**src/rtl/threshold_monitor_pkg.sv**
```systemverilog
// Shared types and constants for the threshold monitor and the comparators it uses.
package threshold_monitor_pkg;

  localparam int DEF_WIDTH = 4;
  localparam int DEB_CNT_W = 4;

  typedef enum logic [1:0] {
    NORMAL    = 2'b00,
    PEND_HIGH = 2'b01,
    ALARM     = 2'b10,
    PEND_LOW  = 2'b11
  } mon_state_t;

  typedef struct packed {
    logic a_maior_que_b;
    logic a_menor_que_b;
    logic a_igual_b;
  } cmp_flags_t;

endpackage

```
**src/rtl/comparator_4bit_struct.sv**
```systemverilog
// Unsigned 4-bit magnitude comparator; exactly one flag is high for any a/b pair.
module comparator_4bit_struct
  import threshold_monitor_pkg::*;
(
  input  logic [DEF_WIDTH-1:0] a,
  input  logic [DEF_WIDTH-1:0] b,
  output cmp_flags_t           flags
);

  assign flags.a_maior_que_b = (a > b);
  assign flags.a_menor_que_b = (a < b);
  assign flags.a_igual_b     = (a == b);

endmodule

```
**src/rtl/threshold_monitor_4bit.sv**
```systemverilog
// Debounced high/low threshold alarm with a saturating alarm-entry counter.
//
// state     | meaning
// ----------|-----------------------------------------------------------
// NORMAL    | no alarm, no qualifying run in progress
// PEND_HIGH | no alarm yet, cnt samples in a row above thr_high so far
// ALARM     | alarm raised, no exit run in progress
// PEND_LOW  | alarm still raised, cnt samples in a row below thr_low so far
module threshold_monitor_4bit
  import threshold_monitor_pkg::*;
#(
  parameter int WIDTH    = DEF_WIDTH,
  parameter int DEBOUNCE = 3,
  parameter int CNT_W    = 8
) (
  input  logic             clk,
  input  logic             rst_n,
  input  logic             clear,
  input  logic             sample_valid,
  input  logic [WIDTH-1:0] sample,
  input  logic [WIDTH-1:0] thr_high,
  input  logic [WIDTH-1:0] thr_low,
  output logic             alarm,
  output logic             alarm_rise,
  output logic [CNT_W-1:0] event_count,
  output logic             cfg_err,
  output logic             gt_q,
  output logic             lt_q,
  output logic             eq_q
);

  localparam logic [DEB_CNT_W:0] DEB_L   = (DEB_CNT_W+1)'(DEBOUNCE);
  localparam logic [CNT_W-1:0]   CNT_MAX = '1;
  localparam logic [CNT_W-1:0]   CNT_ONE = {{(CNT_W-1){1'b0}}, 1'b1};

  cmp_flags_t cmp_high;
  cmp_flags_t cmp_low;

  mon_state_t           state_q, state_d;
  logic [DEB_CNT_W-1:0] cnt_q, cnt_d;
  logic [DEB_CNT_W:0]   cnt_inc;
  logic                 rise_d;
  logic                 above, below;
  logic                 cfg_err_q, alarm_rise_q;
  logic                 gt_r, lt_r, eq_r;
  logic [CNT_W-1:0]     event_count_q;

  comparator_4bit_struct u_cmp_high (
    .a     (sample),
    .b     (thr_high),
    .flags (cmp_high)
  );

  comparator_4bit_struct u_cmp_low (
    .a     (sample),
    .b     (thr_low),
    .flags (cmp_low)
  );

  // Equality never qualifies; the low side folds in all three flags so a
  // malformed flag set from the comparator cannot count as "below".
  assign above   = cmp_high.a_maior_que_b;
  assign below   = cmp_low.a_menor_que_b & ~cmp_low.a_igual_b & ~cmp_low.a_maior_que_b;
  assign cnt_inc = {1'b0, cnt_q} + {{DEB_CNT_W{1'b0}}, 1'b1};

  always_comb begin
    state_d = state_q;
    cnt_d   = cnt_q;
    rise_d  = 1'b0;
    if (sample_valid && !cfg_err_q) begin
      unique case (state_q)
        NORMAL: begin
          if (above) begin
            if (DEBOUNCE == 1) begin
              state_d = ALARM;
              cnt_d   = '0;
              rise_d  = 1'b1;
            end else begin
              state_d = PEND_HIGH;
              cnt_d   = {{(DEB_CNT_W-1){1'b0}}, 1'b1};
            end
          end
        end
        PEND_HIGH: begin
          if (!above) begin
            state_d = NORMAL;
            cnt_d   = '0;
          end else if (cnt_inc == DEB_L) begin
            state_d = ALARM;
            cnt_d   = '0;
            rise_d  = 1'b1;
          end else begin
            cnt_d = cnt_inc[DEB_CNT_W-1:0];
          end
        end
        ALARM: begin
          if (below) begin
            if (DEBOUNCE == 1) begin
              state_d = NORMAL;
              cnt_d   = '0;
            end else begin
              state_d = PEND_LOW;
              cnt_d   = {{(DEB_CNT_W-1){1'b0}}, 1'b1};
            end
          end
        end
        PEND_LOW: begin
          if (!below) begin
            state_d = ALARM;
            cnt_d   = '0;
          end else if (cnt_inc == DEB_L) begin
            state_d = NORMAL;
            cnt_d   = '0;
          end else begin
            cnt_d = cnt_inc[DEB_CNT_W-1:0];
          end
        end
        default: begin
          state_d = NORMAL;
          cnt_d   = '0;
        end
      endcase
    end
  end

  always_ff @(posedge clk or negedge rst_n) begin
    if (!rst_n) begin
      state_q       <= NORMAL;
      cnt_q         <= '0;
      alarm_rise_q  <= 1'b0;
      event_count_q <= '0;
      cfg_err_q     <= 1'b0;
      gt_r          <= 1'b0;
      lt_r          <= 1'b0;
      eq_r          <= 1'b0;
    end else begin
      // cfg_err keeps tracking the thresholds even through a clear
      cfg_err_q <= (thr_low > thr_high);
      if (clear) begin
        state_q       <= NORMAL;
        cnt_q         <= '0;
        alarm_rise_q  <= 1'b0;
        event_count_q <= '0;
        gt_r          <= 1'b0;
        lt_r          <= 1'b0;
        eq_r          <= 1'b0;
      end else begin
        state_q      <= state_d;
        cnt_q        <= cnt_d;
        alarm_rise_q <= rise_d;
        if (rise_d && (event_count_q != CNT_MAX))
          event_count_q <= event_count_q + CNT_ONE;
        if (sample_valid) begin
          gt_r <= cmp_high.a_maior_que_b;
          lt_r <= cmp_high.a_menor_que_b;
          eq_r <= cmp_high.a_igual_b;
        end
      end
    end
  end

  // ALARM and PEND_LOW share the state MSB, so alarm comes straight off the register
  assign alarm       = state_q[1];
  assign alarm_rise  = alarm_rise_q;
  assign event_count = event_count_q;
  assign cfg_err     = cfg_err_q;
  assign gt_q        = gt_r;
  assign lt_q        = lt_r;
  assign eq_q        = eq_r;

endmodule

```
**config.mk**
```make
export PLATFORM = sky130hd
export DESIGN_NAME = threshold_monitor_4bit
export DESIGN_NICKNAME = d
export VERILOG_FILES = /design/src/rtl/threshold_monitor_pkg.sv /design/src/rtl/comparator_4bit_struct.sv /design/src/rtl/threshold_monitor_4bit.sv
export SDC_FILE = /design/constraint.sdc
export NUM_CORES = 1
export LEC_CHECK = 0
export ABC_AREA = 1
export BUFFER_PORTS_ARGS = -buffer_cell sky130_fd_sc_hd__buf_4
export CELL_PAD_IN_SITES_DETAIL_PLACEMENT = 1
export CELL_PAD_IN_SITES_GLOBAL_PLACEMENT = 1
export CORE_MARGIN = 5
export CORE_UTILIZATION = 42
export CTS_BUF_LIST = sky130_fd_sc_hd__clkbuf_16
export DETAILED_ROUTE_END_ITERATION = 7
export PLACE_DENSITY_LB_ADDON = 0.2
export SLEW_MARGIN = 30
export SYNTH_ARGS = -nofsm -noshare
export SYNTH_HDL_FRONTEND = slang
export SYNTH_HIERARCHICAL = 1
export SYNTH_SLANG_ARGS = --single-unit
```
**constraint.sdc**
```tcl
create_clock -name clk -period 2.3 [get_ports clk]
set_input_delay 0.115 -clock clk [delete_from_list [all_inputs] [get_ports clk]]
set_output_delay 0.115 -clock clk [all_outputs]
set_load 0.05 [all_outputs]
```
==> metrics.md, run 1 <==
| Metric | Value |
|---|---|
| Via Count | 1509 |
| Synth cell count leaders | nand2_1, inv_1, nand3_1, dfrtp_1, nor2_1 |
| Worst Hold Class | in -> reg |
| Routed wire per std cell | 11.9 um |
| Max cap viols | 0 |
| CP cell instances | buf_4, ha_1, nand2_1, inv_1, nand2_1, a21oi_1, nand3_2, nor2_4, nand3_4, nand2_4, nand2_1, nand2_1 |
| Final ANT Viol Nets | 0 |
| Total gr overflow | 0 |
| Fmax | 0.629 GHz |
| Most frequent cell after synthesis | nand2_1 |
| Crit path max-delay cell type | a21oi_1 |
| Post-synth top area cell | dfrtp_1 |
| Vias in the first global route | 1600 |
| CP bufs+invs | 2 |
| Proportion of layout cells with a drive suffix above 1 | 18.6% |
| Unique masters post-synth | 25 |
| Run status | complete, no violations |
| Synthesis-to-finish area growth | 22.2% |
| Die area | 5060 um2 |
| Unrepaired setup endpoints after global routing | no |
| Critical path class | in -> reg |
| R2R Path End | event_count[0]$_DFFE_PN0P_ |
| Share of synthesized flip-flops with an asynchronous set or reset | 100% |
| Post-Syn Nets | 263 |
| Total CTS buffers | 3 |
| Hpwl dp | 2.99 mm |
| Clk sinks | 19 |
| Worst-skew pair later-pin latency | 0.25 ns |
| Syn_area_per_cell | 6.76 um2 |
| Clock skew | 0.00183 ns |
| Met1 WL | 1.68 mm |
| DRC Markers | 0 |
| Cell repeated most along the worst path | nand2_1 |
| Core area | 3630 um2 |
| Met3 WL | 135 um |
| Final setup fails | 0 |
| Clock-pin slew on the worst setup and hold paths | 0.06 ns |
| CTS tree | yes |
| Routed WL | 3.72 mm |
| Netlist Area Pre-Place | 1570 um2 |
| Clk root buf | clkbuf_16 |
| Cells after synthesis | 232 |
| Top post-synthesis cells by area | dfrtp_1, nand2_1, ha_1 |
| DIE HEIGHT | 71.1 um |
| Area fraction of the dominant cell type after synthesis | 30.3% |
| Max incr delay on CP | 0.33 ns |
| Predominant post-synthesis flop cell | dfrtp_1 |
| First-pass GRT wire length | 6.73 mm |
| Hold path cells | 3 |
| N_diodes | 0 |
| Hold EP | lt_q$_DFFE_PN0P_ |
| VDD IR-drop max | 0.000242 V |
| Final Wtd Congestion | 0.712 |
| Number of enable flip-flop cells after synthesis | 0 |
| Initial core utilization | 43.2% |
| Worst-margin pin slew | 0.540 ns |
| Die W | 71.1 um |
| Synth Warn # | 6 |
| Slew Limit Fails | 0 |
| Reg2reg setup slack | 0.73 ns |
| Data arrival time of the critical path | 1.78 ns |
| FF-to-FF path depth | 10 |
| Leakage power total | 1.10 nW |
| Vias per inst | 4.84 |
| Finished layout cell area | 1920 um2 |
| Top-Level Pins | 30 |
| Final hold violation count | 0 |
| Met2 Wirelength | 1.86 mm |
| Uppermost layer routed | met4 |
| DR iter-0 viols | 67 |
| Crit path max-delay family | simple AND/OR/NAND/NOR gates |
| # rows | 22 |
| Worst reg2reg startpoint | cnt_q[0]$_DFFE_PN0P_ |
| Startpoint types | primary input |
| TNS Setup | 0 ns |
| Layout fillers | 511 |
| Worst EP required | 2.49 ns |
| Pin count of the biggest net entering global routing | 20 |
| Share of the yosys chip area belonging to registers | 30.3% |
| Crit. End Element | flop |
| CP Max Fanout | 10 |
| PwrDens | 530 nW/um2 |
| Bufs on Longest Clock Path | 2 |
| Buffers on Ports | 29 |
| Final #Nets | 296 |
| Relative slew slack | 64.0% |
| Total track usage | 16.3% |
| First drt pass iteration count | 4 |
| Fin crit share | 69.1% |
| H-tree Lvls | 1 |
| Min-delay src | sample_valid |
| Initial antenna violation count | 0 |
| Flops & latches, synth | 19 |
| Placed inst area | 1830 um2 |
| Fin crit period | 1.59 ns |
==> flip-flops by register name, indices dropped and copies added (netlist names) <==
register and count:
event_count 8, cnt_q 4, state_q 2, alarm_rise 1, cfg_err 1, eq_q 1, gt_q 1, lt_q 1
==> area by class of cell <==
cell class / instances / area (um2) / area share, %
Multi-Input combinational cell: 167 / 911 / 47.5
Clock inverter: 1 / 3.75 / 0.196
Inverter: 44 / 165 / 8.61
Tap cell: 48 / 60.1 / 3.13
Timing Repair Buffer: 30 / 228 / 11.9
Clock buffer: 3 / 75.1 / 3.91
Sequential cell: 19 / 475 / 24.8
==> what timing repair did <==
item                                    CTS  global route
hold buffers                              1             0
resized for setup                         0             0
endpoints found under the setup margin    0             0
hold endpoints to repair                 19             0
setup buffers                             0             0
==> worst min-delay path, delay by kind of cell <==
kind / cells / cell delay [ns]
and+or+nand+nor: 2 / 0.13
buffers and inverters: 1 / 0.10
==> report_power, final <==
group | internal, W | switching (W)
Combinational | 0.0000965 | 0.000183
Clock | 0.000231 | 0.000127
Sequential | 0.000353 | 0.0000259
==> cell families (layout without fill, tap and decap cells) <==
family | Yosys count | in the layout | synth area share [%]
and+or+nand+nor | 137 | 137 | 40.4
buffers and inverters | 46 | 78 | 11.6
DFF | 19 | 19 | 30.3
adders and majority gates | 15 | 15 | 12.0
AOI/OAI and AO/OA | 12 | 12 | 4.07
xor gates and xnor gates | 3 | 3 | 1.67
==> stage by stage <==
stage               util [%]  cells  worst slack, ns  hold slack, ns  power (W)
floorplan                  -    232            0.658          -0.181   0.000574
global placement        50.3    307            0.493          0.0109   0.000661
detailed placement      50.3    307            0.464          0.0117   0.000665
CTS                     52.8    312            0.695           0.131    0.00103
global route            52.8    312            0.497           0.156    0.00108
finish                  52.8    312            0.710           0.132    0.00102
==> worst max path at each step <==
| stage | start | to | slack (ns) | cells after the start |
|---|---|---|---|---|
| floorplan | event_count[0]$_DFFE_PN0P_ | event_count[7]$_DFFE_PN0P_ | 0.66 | 8 |
| global placement | sample[3] | event_count[3]$_DFFE_PN0P_ | 0.49 | 12 |
| detailed placement | sample[3] | event_count[4]$_DFFE_PN0P_ | 0.46 | 12 |
| CTS | sample[3] | event_count[0]$_DFFE_PN0P_ | 0.70 | 12 |
| global route | thr_high[1] | event_count[6]$_DFFE_PN0P_ | 0.50 | 13 |
| finish | sample[3] | event_count[0]$_DFFE_PN0P_ | 0.71 | 12 |
==> metal layers <==
metal / vias up / GRT usage [%]
met5: - / 0
met4: 0 / 4.38
met3: 4 / 2.56
met2: 22 / 30.7
met1: 698 / 18.9
li1: 785 / -
==> cells in the final DEF, fill, tap and decap left out, drive strengths merged <==
| cell type | netlist | routed |
|---|---|---|
| a21oi | 7 | 7 |
| a32oi | 1 | 1 |
| and2 | 2 | 2 |
| buf | 0 | 29 |
| clkbuf | 2 | 3 |
| dfrtp | 19 | 19 |
| dlygate4sd3 | 0 | 1 |
| ha | 15 | 15 |
| inv | 44 | 45 |
| nand2 | 75 | 75 |
| nand3 | 28 | 28 |
| nand3b | 1 | 1 |
| nand4 | 3 | 3 |
| nor2 | 26 | 26 |
| nor3 | 1 | 1 |
| nor4 | 1 | 1 |
| o21ai | 4 | 4 |
| xnor2 | 2 | 2 |
| xor2 | 1 | 1 |
No activity file was read; power rests on OpenSTA's default activity.
==> inputs of run 2 (changes only) <==
CORE_UTILIZATION = 35   (was 42)
clock period = 1.4 ns   (was 2.3 ns; I/O delays follow)
==> metrics.md, run 2 (synthesis results as in run 1) <==
| Metric | Value |
|---|---|
| Min setup slack post-route | -0.0330 ns |
| CP Max Fanout | 7 |
| Critical path class | reg -> reg |
| Layout fillers | 573 |
| First-pass GRT wire length | 7.15 mm |
| Worst EP required | 1.58 ns |
| # rows | 24 |
| VDD IR-drop max | 0.000375 V |
| Top-Level Pins | 30 |
| Initial core utilization | 36.0% |
| Synthesis-to-finish area growth | 35.8% |
| Hold EP | eq_q$_DFFE_PN0P_ |
| R2R Path End | event_count[4]$_DFFE_PN0P_ |
| FF-to-FF path depth | 9 |
| Initial antenna violation count | 0 |
| Fmax | 0.698 GHz |
| Routed wire per std cell | 12.5 um |
| Clk sinks | 19 |
| Min-delay src | sample_valid |
| Final hold violation count | 0 |
| Crit path max-delay family | simple AND/OR/NAND/NOR gates |
| Core area | 4350 um2 |
| Worst-skew pair later-pin latency | 0.25 ns |
| Total CTS buffers | 3 |
| First drt pass iteration count | 4 |
| Crit path max-delay cell type | dfrtp_2 |
| Data arrival time of the critical path | 1.62 ns |
| Buffers on Ports | 29 |
| Via Count | 1618 |
| Total gr overflow | 0 |
| Total track usage | 14.8% |
| Leakage power total | 1.18 nW |
| Vias per inst | 4.86 |
| Max incr delay on CP | 0.41 ns |
| Worst-margin pin slew | 0.343 ns |
| Startpoint types | flop |
| TNS Setup | -0.135 ns |
| Relative slew slack | 76.9% |
| Worst reg2reg startpoint | cnt_q[1]$_DFFE_PN0P_ |
| Worst Hold Class | in -> reg |
| Fin crit share | 102% |
| Reg2reg setup slack | -0.03 ns |
| Unrepaired setup endpoints after global routing | yes |
| Proportion of layout cells with a drive suffix above 1 | 31.3% |
| Bufs on Longest Clock Path | 2 |
| Clk root buf | clkbuf_16 |
| Final ANT Viol Nets | 0 |
| Clock-pin slew on the worst setup and hold paths | 0.06 ns |
| CP bufs+invs | 1 |
| H-tree Lvls | 1 |
| Final #Nets | 313 |
| PwrDens | 824 nW/um2 |
| Clock skew | 0.00107 ns |
| Crit. End Element | flop |
| DIE HEIGHT | 77.0 um |
| Die W | 77.0 um |
| Hpwl dp | 3.33 mm |
| CTS tree | yes |
| Cell repeated most along the worst path | nand2_1 |
| Fin crit period | 1.43 ns |
| Final setup fails | 10 |
| Commonest cells after routing, fill and taps aside | nand2_1, buf_4, inv_1 |
| Hold path cells | 3 |
| DR iter-0 viols | 49 |
| DRC Markers | 0 |
| Die area | 5920 um2 |
| Max reg flops | 8 |
| Max cap viols | 0 |
| Slew Limit Fails | 0 |
| Vias in the first global route | 1660 |
| Run status | complete, but fails checks |
| Failing checks | negative setup slack |
| Pin count of the biggest net entering global routing | 20 |
| N_diodes | 0 |
| CP cell instances | ha_2, inv_1, nand2_1, nand2_1, nor2_4, nand3_4, nand2_4, nand2_1, nand2_1 |
| Commonest non-fill, non-tap cell in the layout | nand2_1 |
| Routed WL | 4.17 mm |
| Final Wtd Congestion | 0.736 |
| Min Hold Slack | 0.0907 ns |
-- run 2: cell count changes in the layout (fill, tap and decap cells not counted), moves of 2 or more --
cell,change
dfrtp_2,+8
nand2_1,-4
inv_2,+3
o21ai_0,-2
nand2_2,+4
nor2_1,-3
inv_1,-3
ha_4,+2
ha_1,-3
dfrtp_1,-8
buf_4,+16
nor2_4,+2
o21ai_1,+2
-- run 2: timing repair --
action | in CTS | in global routing
pin swaps | 6 | 6
cloned | 1 | 0
endpoints found under the hold margin | 19 | 0
resized for setup | 14 | 4
buffers inserted | 1 | 1
hold buffers | 1 | 0
endpoints found under the setup margin | 15 | 15
-- run 2: layer usage --
layer	part of all wire, %	track usage (%)	vias to the layer above
li1	-	-	821
met2	53	27.2	21
met3	3.7	2.81	4
met4	0.91	5.24	0
met1	42	16.6	772
met5	0	0	-
-- run 2: cell type report --
class | count | area, um2 | share of cell area, %
clock inverter | 1 | 3.75 | 0.176
inverter | 44 | 165 | 7.75
sequential | 19 | 485 | 22.8
clock buffer | 3 | 75.1 | 3.52
multi-input combinational | 168 | 988 | 46.4
tap | 52 | 65.1 | 3.05
timing repair buffer | 46 | 348 | 16.3
-- run 2: worst max path at each step --
stage | from | endpoint | slack (ns) | depth (start not counted)
after floorplan | event_count[0]$_DFFE_PN0P_ | event_count[7]$_DFFE_PN0P_ | -0.008 | 8
after global placement | sample[1] | state_q[1]$_DFFE_PN0P_ | -0.29 | 13
after detailed placement | sample[1] | cnt_q[2]$_DFFE_PN0P_ | -0.32 | 12
after CTS | cnt_q[0]$_DFFE_PN0P_ | event_count[4]$_DFFE_PN0P_ | -0.06 | 10
after global routing | cnt_q[0]$_DFFE_PN0P_ | state_q[0]$_DFFE_PN0P_ | -0.15 | 9
final | cnt_q[1]$_DFFE_PN0P_ | event_count[4]$_DFFE_PN0P_ | -0.03 | 9
-- run 2: per-stage QoR --
step / worst slack (ns) / util [%] / area, um2 / power [W] / cells
after detailed placement: -0.323 / 45.3 / 1970 / 0.00115 / 325
after global placement: -0.289 / 45.3 / 1970 / 0.00114 / 325
after global routing: -0.149 / 48.9 / 2130 / 0.00188 / 333
final: -0.0330 / 48.9 / 2130 / 0.00176 / 333
after CTS: -0.0613 / 48.6 / 2120 / 0.00177 / 332
after floorplan: -0.00772 / - / 1600 / 0.000949 / 232
-- run 2: worst register-to-register path, stage by stage (launching register included) --
cell	delay (ns)
dfrtp_2	0.41
ha_2	0.20
inv_1	0.05
nand2_1	0.05
nand2_1	0.10
nor2_4	0.17
nand3_4	0.12
nand2_4	0.12
nand2_1	0.07
nand2_1	0.06
-- run 2: power breakdown --
part	switching [W]	total [W]	internal [W]
logic	0.000330	0.000544	0.000214
clock network	0.000208	0.000589	0.000380
registers	0.0000393	0.000623	0.000583
==> inputs of run 3 (changes only) <==
SETUP_SLACK_MARGIN = 0.4   (was unset)
SYNTH_HIERARCHICAL = unset   (was 1)
==> metrics.md, run 3 <==
| Metric | Value |
|---|---|
| Run status | complete, but fails checks |
| Failing checks | negative setup slack |
| Final setup fails | 13 |
| Final ANT Viol Nets | 0 |
| Data arrival time of the critical path | 1.82 ns |
| Switching share of power | 38.4% |
| CP bufs+invs | 4 |
| Share of synthesized flip-flops with an asynchronous set or reset | 100% |
| Unique masters post-synth | 23 |
| Vias per inst | 5.06 |
| Buffers on Ports | 29 |
| Fin crit period | 1.66 ns |
| Predominant post-synthesis flop cell | dfrtp_1 |
| # rows | 24 |
| CP endpoint | cnt_q[1]$_DFFE_PN0P_ |
| Share of the yosys chip area belonging to registers | 31.2% |
| Worst EP required | 1.56 ns |
| Routed WL | 5.79 mm |
| Placed inst area | 2050 um2 |
| Synth cell count leaders | nand2_1, inv_1, nand3_1, dfrtp_1, nor2_1 |
| Seq pwr share | 27.9% |
| Clock skew | 0.00996 ns |
| CP Max Fanout | 6 |
| Logic pwr share | 46.4% |
| Post-Syn Nets | 244 |
| Area fraction of the dominant cell type after synthesis | 31.2% |
| Worst-margin pin slew | 0.296 ns |
| Max incr delay on CP | 0.44 ns |
| Core area | 4290 um2 |
| Worst reg2reg startpoint | cnt_q[0]$_DFFE_PN0P_ |
| Die W | 76.0 um |
| Initial core utilization | 35.5% |
| Post-synth top area cell | dfrtp_1 |
| First-pass GRT wire length | 8.26 mm |
| Total gr overflow | 0 |
| Die area | 5770 um2 |
| Crit path max-delay cell type | dfrtp_2 |
| DIE HEIGHT | 76.0 um |
| Clk root buf | clkbuf_16 |
| R2R Path End | cnt_q[1]$_DFFE_PN0P_ |
| Number of enable flip-flop cells after synthesis | 0 |
| Routed wire per std cell | 16.9 um |
| Proportion of layout cells with a drive suffix above 1 | 47.6% |
| Clock-pin slew on the worst setup and hold paths | 0.06 ns |
| Flops & latches, synth | 19 |
| VDD IR-drop max | 0.000596 V |
| Pin count of the biggest net entering global routing | 20 |
| Finished layout cell area | 2560 um2 |
| Top-Level Pins | 30 |
| DRC Markers | 0 |
| Clk network pwr share | 25.7% |
| Vias in the first global route | 1753 |
| Min setup slack post-route | -0.263 ns |
| Synth Warn # | 0 |
| CTS tree | yes |
| Top post-synthesis cells by area | dfrtp_1, nand2_1, ha_1 |
| H-tree Lvls | 1 |
| Min Hold Slack | 0.0595 ns |
| Startpoint types | flop |
| Syn_area_per_cell | 7.15 um2 |
| Clk sinks | 19 |
| Unrepaired setup endpoints after global routing | yes |
| PwrDens | 936 nW/um2 |
| N_diodes | 0 |
| Critical path class | reg -> reg |
| DR iter-0 viols | 83 |
| Synthesis-to-finish area growth | 68.0% |
| Most frequent cell after synthesis | nand2_1 |
| Initial antenna violation count | 0 |
| Fin crit share | 119% |
| Internal power | 0.00147 W |
| Final #Nets | 322 |
| Reg2reg setup slack | -0.26 ns |
| Via Count | 1732 |
| FF-to-FF path depth | 9 |
| Commonest cells after routing, fill and taps aside | buf_4, nand2_1, inv_1 |
| Max reg flops | 8 |
| Hpwl dp | 3.43 mm |
| Crit. Startpoint | cnt_q[0]$_DFFE_PN0P_ |
| Total CTS buffers | 3 |
| Relative slew slack | 80.2% |
| Min-delay src | clear |
| Netlist Area Pre-Place | 1520 um2 |
| CP cell instances | buf_4, buf_6, nand3_4, nand3_4, buf_4, inv_4, nor2_2, nand3_1, o21ai_1 |
| Commonest non-fill, non-tap cell in the layout | buf_4 |
| Worst Hold Class | in -> reg |
| Worst-skew pair later-pin latency | 0.26 ns |
| Fmax | 0.601 GHz |
| Final Wtd Congestion | 0.807 |
| Crit. End Element | flop |
| Max cap viols | 0 |
| Final Util | 59.6% |
| Worst path depth | 9 |
| Leakage power total | 1.35 nW |
| First drt pass iteration count | 4 |
| Final hold violation count | 0 |
| Bufs on Longest Clock Path | 2 |
| Psw | 0.000920 W |
| Slew Limit Fails | 0 |
| Cells after synthesis | 213 |
| Crit path max-delay family | simple AND/OR/NAND/NOR gates |
| Total track usage | 17.5% |
[run 3: final cells by class]
type | count | area [um2]
well taps | 52 | 65.1
fillers | 523 | 1740
flip-flops and latches | 19 | 488
repair buffers | 74 | 633
clock buffers | 3 | 75.1
multi-input cells | 152 | 1130
inverters | 41 | 156
clock inverters | 1 | 5.00
[run 3: cell families after synthesis]
| kind of cell | count (synthesis) | synth area share [%] |
|---|---|---|
| flops | 19 | 31.2 |
| buf+inv | 43 | 10.7 |
| simple gates | 119 | 38.7 |
| fa+ha+maj | 15 | 12.3 |
| compound gates | 12 | 4.19 |
| xor+xnor | 5 | 2.88 |
[run 3: worst min path at each step]
stage | to | cells after the start
CTS | alarm_rise$_DFF_PN0_ | 2
global placement | gt_q$_DFFE_PN0P_ | 1
finish | alarm_rise$_DFF_PN0_ | 2
detailed placement | gt_q$_DFFE_PN0P_ | 1
floorplan | alarm_rise$_DFF_PN0_ | 0
global route | alarm_rise$_DFF_PN0_ | 2
[run 3: layer usage]
metal | share of wire, % | track usage, % | up-vias
met3 | 2.9 | 3.08 | 16
met1 | 42 | 20.9 | 832
li1 | - | - | 846
met2 | 51 | 31.3 | 38
met4 | 4.0 | 5.34 | 0
met5 | 0 | 0 | -
[run 3: per-stage QoR]
stage | cells | total power [W] | setup WS (ns) | setup TNS [ns]
after floorplan | 213 | 0.00109 | -0.0950 | -0.722
after global placement | 321 | 0.00142 | -0.212 | -2.12
after detailed placement | 321 | 0.00144 | -0.261 | -3.07
after CTS | 336 | 0.00223 | -0.217 | -2.07
after global routing | 342 | 0.00253 | -0.325 | -3.73
final | 342 | 0.00239 | -0.263 | -2.67
[run 3: power by group through the flow]
stage | registers, W | logic (W) | clock network, W
floorplan | 0.000734 | 0.000352 | 0
CTS | 0.000661 | 0.000955 | 0.000615
global route | 0.000676 | 0.00121 | 0.000641
finish | 0.000668 | 0.00111 | 0.000614
global placement | 0.000655 | 0.000761 | 0
detailed placement | 0.000660 | 0.000777 | 0
[run 3: repair_timing]
item / in CTS / in global routing
endpoints found under the setup margin: 22 / 24
hold buffers: 1 / 0
hold endpoints to repair: 19 / 0
gates cloned: 1 / 0
pin swaps: 14 / 12
resized for setup: 44 / 32
setup buffers: 9 / 6
